## config.mk

```make
export PLATFORM = sky130hd
export DESIGN_NAME = adc_display_scan_flat
export DESIGN_NICKNAME = d
export VERILOG_FILES = /design/src/rtl/adc_display_scan_if.sv /design/src/rtl/adc_display_scan.sv /design/src/flat_wrapper.sv
export SDC_FILE = /design/constraint.sdc
export NUM_CORES = 1
export LEC_CHECK = 0
export ABC_CLOCK_PERIOD_IN_PS = 2650
export CAP_MARGIN = 20
export CORE_MARGIN = 5
export CORE_UTILIZATION = 28
export DETAILED_ROUTE_END_ITERATION = 10
export GPL_ROUTABILITY_DRIVEN = 0
export SLEW_MARGIN = 30
export SYNTH_ARGS = -nofsm -noshare
export SYNTH_HDL_FRONTEND = slang
export SYNTH_SLANG_ARGS = --single-unit
```

## constraint.sdc

```tcl
create_clock -name clk_i -period 2.65 [get_ports clk_i]
set_clock_uncertainty 0.05 [all_clocks]
set_input_delay 0.795 -clock clk_i [delete_from_list [all_inputs] [get_ports clk_i]]
set_output_delay 0.795 -clock clk_i [all_outputs]
set_load 0.02 [all_outputs]
```

## src/rtl/adc_display_scan_if.sv

```systemverilog
// rtl/adc_display_scan_if.sv - sample input / display output bundle for adc_display_scan
//
// Ports (signals):
//   data_i      unsigned ADC sample, DATA_W bits
//   data_valid  one-cycle sample strobe
//   hex_mode    1 = raw hex display, 0 = decimal; sampled with data_valid
//   busy        decimal conversion in progress; strobes are dropped while high
//   overflow    latched result does not fit in NUM_DIGITS
//   sel         one-hot digit enable, bit 0 = least-significant digit
//   segments    active-low segments {g,f,e,d,c,b,a}
// Modports: master (sample source / pin observer), slave (adc_display_scan).
interface adc_display_scan_if #(
    parameter int DATA_W     = 8,
    parameter int NUM_DIGITS = 3
);
    logic [DATA_W-1:0]     data_i;
    logic                  data_valid;
    logic                  hex_mode;
    logic                  busy;
    logic                  overflow;
    logic [NUM_DIGITS-1:0] sel;
    logic [6:0]            segments;

    modport master (
        output data_i, data_valid, hex_mode,
        input  busy, overflow, sel, segments
    );

    modport slave (
        input  data_i, data_valid, hex_mode,
        output busy, overflow, sel, segments
    );
endinterface

```

## src/rtl/adc_display_scan.sv

```systemverilog
// rtl/adc_display_scan.sv - ADC sample to multiplexed seven-segment display path
//
// Converts an accepted sample to BCD with a sequential double-dabble (one shift
// per clock, DATA_W clocks) or loads it as raw hex nibbles, holds the result in
// a display buffer and scans NUM_DIGITS digits from an internal prescaler.
// Ports:
//   clk_i    system clock
//   reset_n  asynchronous active-low reset
//   bus      adc_display_scan_if.slave (data_i, data_valid, hex_mode, busy,
//            overflow, sel, segments)
// Optional feature macro: LEADING_ZERO_BLANK_EN (blank leading zeros in decimal).
module adc_display_scan #(
    parameter int DATA_W     = 8,
    parameter int NUM_DIGITS = 3,
    parameter int PRESCALE   = 2080
) (
    input  logic              clk_i,
    input  logic              reset_n,
    adc_display_scan_if.slave bus
);
    localparam int BCD_W = 4 * NUM_DIGITS;
    localparam int SR_W  = DATA_W + BCD_W;
    localparam int PS_W  = $clog2(PRESCALE);
    localparam int IDX_W = (NUM_DIGITS > 1) ? $clog2(NUM_DIGITS) : 1;
    localparam int CNT_W = $clog2(DATA_W + 1);
    localparam logic [31:0] DEC_MAX = 32'(10 ** NUM_DIGITS - 1);

    typedef enum logic {S_IDLE, S_CONV} state_t;

    state_t               state_q, state_d;
    logic [PS_W-1:0]      ps_cnt;
    logic                 tick;
    logic [IDX_W-1:0]     scan_idx;
    logic [SR_W-1:0]      sr_q, sr_adj, sr_shift;
    logic [CNT_W-1:0]     shift_cnt;
    logic                 dec_ovf_q;
    logic [BCD_W-1:0]     disp_buf, disp_buf_d;
    logic                 ovf_q, ovf_d;
    logic                 dec_mode_q, dec_mode_d;
    logic                 accept, load_dec, load_hex;
    logic [BCD_W+DATA_W-1:0] hex_ext;
    logic [3:0]           nib;
    logic                 blank;
    logic [6:0]           seg_d;
    logic [NUM_DIGITS-1:0] sel_d;

    function automatic logic [6:0] seg_decode(input logic [3:0] n);
        case (n)
            4'h0: seg_decode = 7'h40;
            4'h1: seg_decode = 7'h79;
            4'h2: seg_decode = 7'h24;
            4'h3: seg_decode = 7'h30;
            4'h4: seg_decode = 7'h19;
            4'h5: seg_decode = 7'h12;
            4'h6: seg_decode = 7'h02;
            4'h7: seg_decode = 7'h78;
            4'h8: seg_decode = 7'h00;
            4'h9: seg_decode = 7'h10;
            4'hA: seg_decode = 7'h08;
            4'hB: seg_decode = 7'h03;
            4'hC: seg_decode = 7'h46;
            4'hD: seg_decode = 7'h21;
            4'hE: seg_decode = 7'h06;
            default: seg_decode = 7'h0E;
        endcase
    endfunction

    assign tick     = (ps_cnt == PS_W'(PRESCALE - 1));
    assign hex_ext  = {{BCD_W{1'b0}}, bus.data_i};
    assign bus.busy = (state_q == S_CONV);
    assign bus.overflow = ovf_q;

    always_ff @(posedge clk_i or negedge reset_n) begin
        if (!reset_n) ps_cnt <= '0;
        else          ps_cnt <= tick ? '0 : ps_cnt + PS_W'(1);
    end

    // Double-dabble step: correct every BCD nibble, then shift the whole register.
    always_comb begin
        sr_adj = sr_q;
        for (int k = 0; k < NUM_DIGITS; k++) begin
            if (sr_q[DATA_W+4*k +: 4] >= 4'd5)
                sr_adj[DATA_W+4*k +: 4] = sr_q[DATA_W+4*k +: 4] + 4'd3;
        end
        sr_shift = {sr_adj[SR_W-2:0], 1'b0};
    end

    always_ff @(posedge clk_i or negedge reset_n) begin
        if (!reset_n) state_q <= S_IDLE;
        else          state_q <= state_d;
    end

    always_comb begin
        state_d  = state_q;
        accept   = 1'b0;
        load_dec = 1'b0;
        load_hex = 1'b0;
        case (state_q)
            S_IDLE: begin
                if (bus.data_valid) begin
                    accept = 1'b1;
                    if (bus.hex_mode) load_hex = 1'b1;
                    else              state_d  = S_CONV;
                end
            end
            S_CONV: begin
                if (shift_cnt == CNT_W'(DATA_W - 1)) begin
                    load_dec = 1'b1;
                    state_d  = S_IDLE;
                end
            end
            default: state_d = S_IDLE;
        endcase
    end

    always_ff @(posedge clk_i or negedge reset_n) begin
        if (!reset_n) begin
            sr_q      <= '0;
            shift_cnt <= '0;
            dec_ovf_q <= 1'b0;
        end else if (accept && !bus.hex_mode) begin
            sr_q      <= SR_W'(bus.data_i);
            shift_cnt <= '0;
            dec_ovf_q <= (32'(bus.data_i) > DEC_MAX);
        end else if (state_q == S_CONV) begin
            sr_q      <= sr_shift;
            shift_cnt <= shift_cnt + CNT_W'(1);
        end
    end

    // Next buffer contents; the scan samples this so a tick on the load edge
    // already shows the new value and the buffer never appears half-written.
    always_comb begin
        disp_buf_d = disp_buf;
        ovf_d      = ovf_q;
        dec_mode_d = dec_mode_q;
        if (load_hex) begin
            disp_buf_d = hex_ext[BCD_W-1:0];
            ovf_d      = |hex_ext[BCD_W +: DATA_W];
            dec_mode_d = 1'b0;
        end else if (load_dec) begin
            disp_buf_d = sr_shift[SR_W-1 -: BCD_W];
            ovf_d      = dec_ovf_q;
            dec_mode_d = 1'b1;
        end
    end

    always_ff @(posedge clk_i or negedge reset_n) begin
        if (!reset_n) begin
            disp_buf   <= '0;
            ovf_q      <= 1'b0;
            dec_mode_q <= 1'b1;
        end else begin
            disp_buf   <= disp_buf_d;
            ovf_q      <= ovf_d;
            dec_mode_q <= dec_mode_d;
        end
    end

    // scan_idx names the digit shown on the next tick, so the first tick after
    // reset lights digit 0.
    always_comb begin
        nib   = 4'h0;
        blank = 1'b0;
        for (int k = 0; k < NUM_DIGITS; k++) begin
            if (scan_idx == IDX_W'(k)) begin
                nib = disp_buf_d[4*k +: 4];
`ifdef LEADING_ZERO_BLANK_EN
                blank = dec_mode_d && !ovf_d && (k != 0) &&
                        ((disp_buf_d >> (4 * k)) == '0);
`endif
            end
        end
        if (ovf_d && dec_mode_d) seg_d = 7'h3F;
        else if (blank)          seg_d = 7'h7F;
        else                     seg_d = seg_decode(nib);
        sel_d = NUM_DIGITS'(1) << scan_idx;
    end

    always_ff @(posedge clk_i or negedge reset_n) begin
        if (!reset_n) begin
            scan_idx     <= '0;
            bus.sel      <= '0;
            bus.segments <= 7'h7F;
        end else if (tick) begin
            scan_idx     <= (scan_idx == IDX_W'(NUM_DIGITS - 1)) ? '0 : scan_idx + IDX_W'(1);
            bus.sel      <= sel_d;
            bus.segments <= seg_d;
        end
    end
endmodule
```

## src/flat_wrapper.sv

```systemverilog
// flat-port wrapper written by rule: the top's interface ports become plain ports
module adc_display_scan_flat 
#(
    parameter int DATA_W     = 8,
    parameter int NUM_DIGITS = 3,
    parameter int PRESCALE   = 2080
)
  (clk_i, reset_n, bus_data_i, bus_data_valid, bus_hex_mode, bus_busy, bus_overflow, bus_sel, bus_segments);
  adc_display_scan_if #(.DATA_W(DATA_W), .NUM_DIGITS(NUM_DIGITS)) bus_i ();
  input  logic clk_i;
  input  logic reset_n;
  input wire logic [$bits(bus_i.data_i)-1:0] bus_data_i;
  input wire logic [$bits(bus_i.data_valid)-1:0] bus_data_valid;
  input wire logic [$bits(bus_i.hex_mode)-1:0] bus_hex_mode;
  output wire logic [$bits(bus_i.busy)-1:0] bus_busy;
  output wire logic [$bits(bus_i.overflow)-1:0] bus_overflow;
  output wire logic [$bits(bus_i.sel)-1:0] bus_sel;
  output wire logic [$bits(bus_i.segments)-1:0] bus_segments;
  assign bus_i.data_i = bus_data_i;
  assign bus_i.data_valid = bus_data_valid;
  assign bus_i.hex_mode = bus_hex_mode;
  assign bus_busy = bus_i.busy;
  assign bus_overflow = bus_i.overflow;
  assign bus_sel = bus_i.sel;
  assign bus_segments = bus_i.segments;
  adc_display_scan #(.DATA_W(DATA_W), .NUM_DIGITS(NUM_DIGITS), .PRESCALE(PRESCALE)) u_core (.clk_i(clk_i), .reset_n(reset_n), .bus(bus_i));
endmodule
```

==> results of run 1 <==
layout make-up:
class | instances | share of cell area [%]
multi-input cells | 254 | 40.1
flip-flops and latches | 61 | 32.3
repair buffers | 89 | 15.9
clock buffers | 10 | 4.81
well taps | 147 | 3.87
clock inverters | 6 | 1.87
inverters | 14 | 1.21
synthesized netlist by cell type (all sizes together) (4+ instances only):
master	instances
o22ai	4
clkbuf	7
o31ai	6
nand3	11
nor2	25
nor3b	4
dfstp	8
xor2	4
and3	5
a22oi	9
ha	15
nand2	59
inv	14
buf	8
dfrtp	53
a21oi	9
nor3	9
o21ai	21
xnor2	8
a211oi	10
timing repair:
| item | CTS | global route |
|---|---|---|
| resized for setup | 35 | 11 |
| gates cloned | 0 | 0 |
| pin swaps | 17 | 9 |
| buffers inserted | 9 | 3 |
| hold buffers | 0 | 0 |
| endpoints found under the setup margin | 7 | 7 |
cells by family (layout without fill, tap and decap cells):
logic type	after synthesis	after routing
AND/OR/NAND/NOR	136	136
AO/OA/AOI/OAI	85	85
flip-flops	61	61
buffers and inverters	29	119
adder cells (fa/ha/maj)	15	15
XOR/XNOR	12	12
multiplexers	6	6
report_power, final:
part	internal (mW)	switching [mW]
Sequential	1.20	0.227
Clock	0.823	0.442
Combinational	1.39	1.30
Total	3.41	1.97
final timing paths:
path / endpoint / slack (ns) / cells after the start
max: u_core.bus.segments[6]$_DFFE_PN1N_ / -0.08 / 12
min: u_core.shift_cnt[1]$_DFFE_PN0P_ / 0.42 / 2
max reg2reg: u_core.bus.segments[6]$_DFFE_PN1N_ / -0.08 / 12
min reg2reg: u_core.ps_cnt[4]$_DFF_PN0_ / 0.43 / 1
max in group asynchronous: u_core.bus.segments[3]$_DFFE_PN1N_ / 1.81 / 2
min in group clk_i: u_core.ps_cnt[4]$_DFF_PN0_ / 0.43 / 1
metrics by stage:
| stage | instance area (um^2) | hold WS (ns) | TNS [ns] |
|---|---|---|---|
| after global routing | 4760 | 0.455 | -1.10 |
| after detailed placement | 4150 | 0.423 | -4.44 |
| after CTS | 4690 | 0.434 | -0.608 |
| final | 4760 | 0.421 | -0.294 |
| after global placement | 4150 | 0.406 | -3.84 |
| after floorplan | 3400 | 0.395 | -0.0349 |
registers in the layout (all words and copies together) (netlist names), 2 cells and up:
register,flops
u_core.sr_q,20
u_core.disp_buf,12
u_core.ps_cnt,12
u_core.bus.segments,7
u_core.shift_cnt,4
u_core.bus.sel,2
metal layers:
layer	vias to the layer above	routed length (um)	track usage [%]
met5	-	0	0
met4	0	130	4.94
met3	11	171	2.04
met2	34	4080	20.5
met1	1412	4080	16.3
li1	1403	-	-
==> results.py, run 1 <==
metrics = {
    "synth": {
        "async_flop_share_pct": 100,
        "synth_top_area_cell": "dfrtp_1",
        "synth_top_family_by_area": "simple AND/OR/NAND/NOR gates",
        "synth_edf_count": 0,
        "synth_flop_cell": "dfrtp_1",
        "synthCells": 344,
        "synth-simple-area-share_pct": 20.0,
        "synth-xor-area-share_pct": 3.14,
        "synth_area_leaders": "dfrtp_1, nand2_1, dfstp_2",
        "synth_nets": 371,
        "synth_seq_area_share_pct": 45.8,
        "syn-mean-instance-area_um2": 9.74,
        "synth_top_area_share_pct": 39.6,
        "yosysWarnings": 0,
        "ys_ff_latch": 61,
        "synth_compound_area_share_pct": 19.0,
        "syn_area_um2": 3350,
        "muxShareOfSynthArea_pct": 2.28,
        "synth_fa_ha_area_share_pct": 5.60,
        "synthDistinctLibCells": 59,
    },
    "floorplan": {
        "start_util_pct": 28.3,
        "dieHeight_um": 119,
        "ios": 24,
        "dieWidth_um": 119,
        "die_area_um2": 14300,
        "core-area_um2": 11900,
        "fp-row-count": 40,
    },
    "power_and_ir_drop": {
        "pwr_density_cell_nw_per_um2": 1130,
        "power.leakage_nw": 2.07,
        "finalPower_mw": 5.39,
        "peakVddDrop_v": 0.000388,
    },
    "timing": {
        "hold_viol": 0,
        "max_freq_ghz": 0.367,
        "max_slew_margin_pct": 68.9,
        "post-route-period-util_pct": 103,
        "setup_ws_ns": -0.0752,
        "tightestPinTransition_ns": 0.467,
        "period_minus_slack_ns": 2.73,
        "rsz0062_at_grt": "yes",
        "drv_slew": 0,
        "final-setup-viol-count": 7,
    },
    "worst_setup_path": {
        "path_cells": "inv_1, ha_2, nand2b_4, a211oi_4, o31ai_2, mux4_2, a22o_4, buf_6, ha_2, mux2_4, nand3_2, o311ai_2",
        "worst_setup_path_end_kind": "register",
        "critPathBufInv": 2,
        "worstSetupPathType": "reg -> reg",
        "worst_r2r_startpoint": "u_core.sr_q[13]$_DFFE_PN0P_",
        "critPathMaxFanout": 5,
        "critPathTopFamily": "multiplexers",
        "critPathRequiredTime_ns": 2.85,
        "cpPeakStageDelay_ns": 0.49,
        "start_kind": "register",
        "path_common_cell": "ha_2",
        "startpoint": "u_core.sr_q[13]$_DFFE_PN0P_",
        "slowest_stage": "mux4_2",
        "cp_data_arrival_time_ns": 2.92,
    },
    "cts": {
        "clk_pin_slew_ns": 0.06,
        "clkLatencyLatePin_ns": 0.33,
        "cts_inserted_buffers": 9,
        "root_buffer": "clkbuf_16",
        "cts_tree": "built",
        "cts_buffer_depth": 2,
        "htreeDepth": 3,
        "clock_sinks": 61,
    },
    "place": {
        "portBuffers": 23,
        "post-place-ws_ns": -0.684,
        "dp_hpwl_um": 6020,
        "dp.cells": 553,
    },
    "worst_hold_path": {
        "hp-class": "in -> async",
    },
    "global_route": {
        "grt_pass1_wl_um": 14400,
        "grt_pass1_vias": 2963,
        "grt_overflow_total": 0,
        "grt_max_degree": 62,
        "track_usage_pct": 12.4,
        "antenna_found_initial": 0,
    },
    "layout": {
        "layout.nets": 456,
        "final_cell_mix": "buf_4, nand2_1, dfrtp_1",
        "finalNonFillerCells": 581,
        "drive_gt1_share_pct": 34.3,
        "num-fill-cells": 1140,
        "area_growth_pct": 41.9,
        "multi_input_area_um2": 1910,
        "diodes": 0,
        "final_common_cell": "buf_4",
        "regArea_um2": 1540,
        "utilization_pct": 40.1,
    },
    "drt": {
        "wl_um": 8460,
        "wl_per_cell_um": 14.6,
        "vias": 2860,
        "drtIter0Drc": 149,
        "dr.pass1.iters": 4,
        "drc": 0,
        "ant_nets": 0,
        "via_per_inst": 4.92,
    },
    "status": {
        "outcome": "finished, violations left",
        "violations": "setup timing",
    },
    "job": {
        "drv_cap": 0,
    },
}
No activity file was read; power rests on OpenSTA's default activity.
==> run 2: changes to the inputs <==
Settings changed: ABC_CLOCK_PERIOD_IN_PS 2650 to not set.
==> results of run 2 <==
Final layout, timing and power as in run 1 (identical DEF).
==> run 3: changes to the inputs <==
Settings changed: CAP_MARGIN 20 to not set, CTS_CLUSTER_DIAMETER set to 40.
==> results of run 3 <==
Final layout, timing and power as in run 1 (identical DEF).
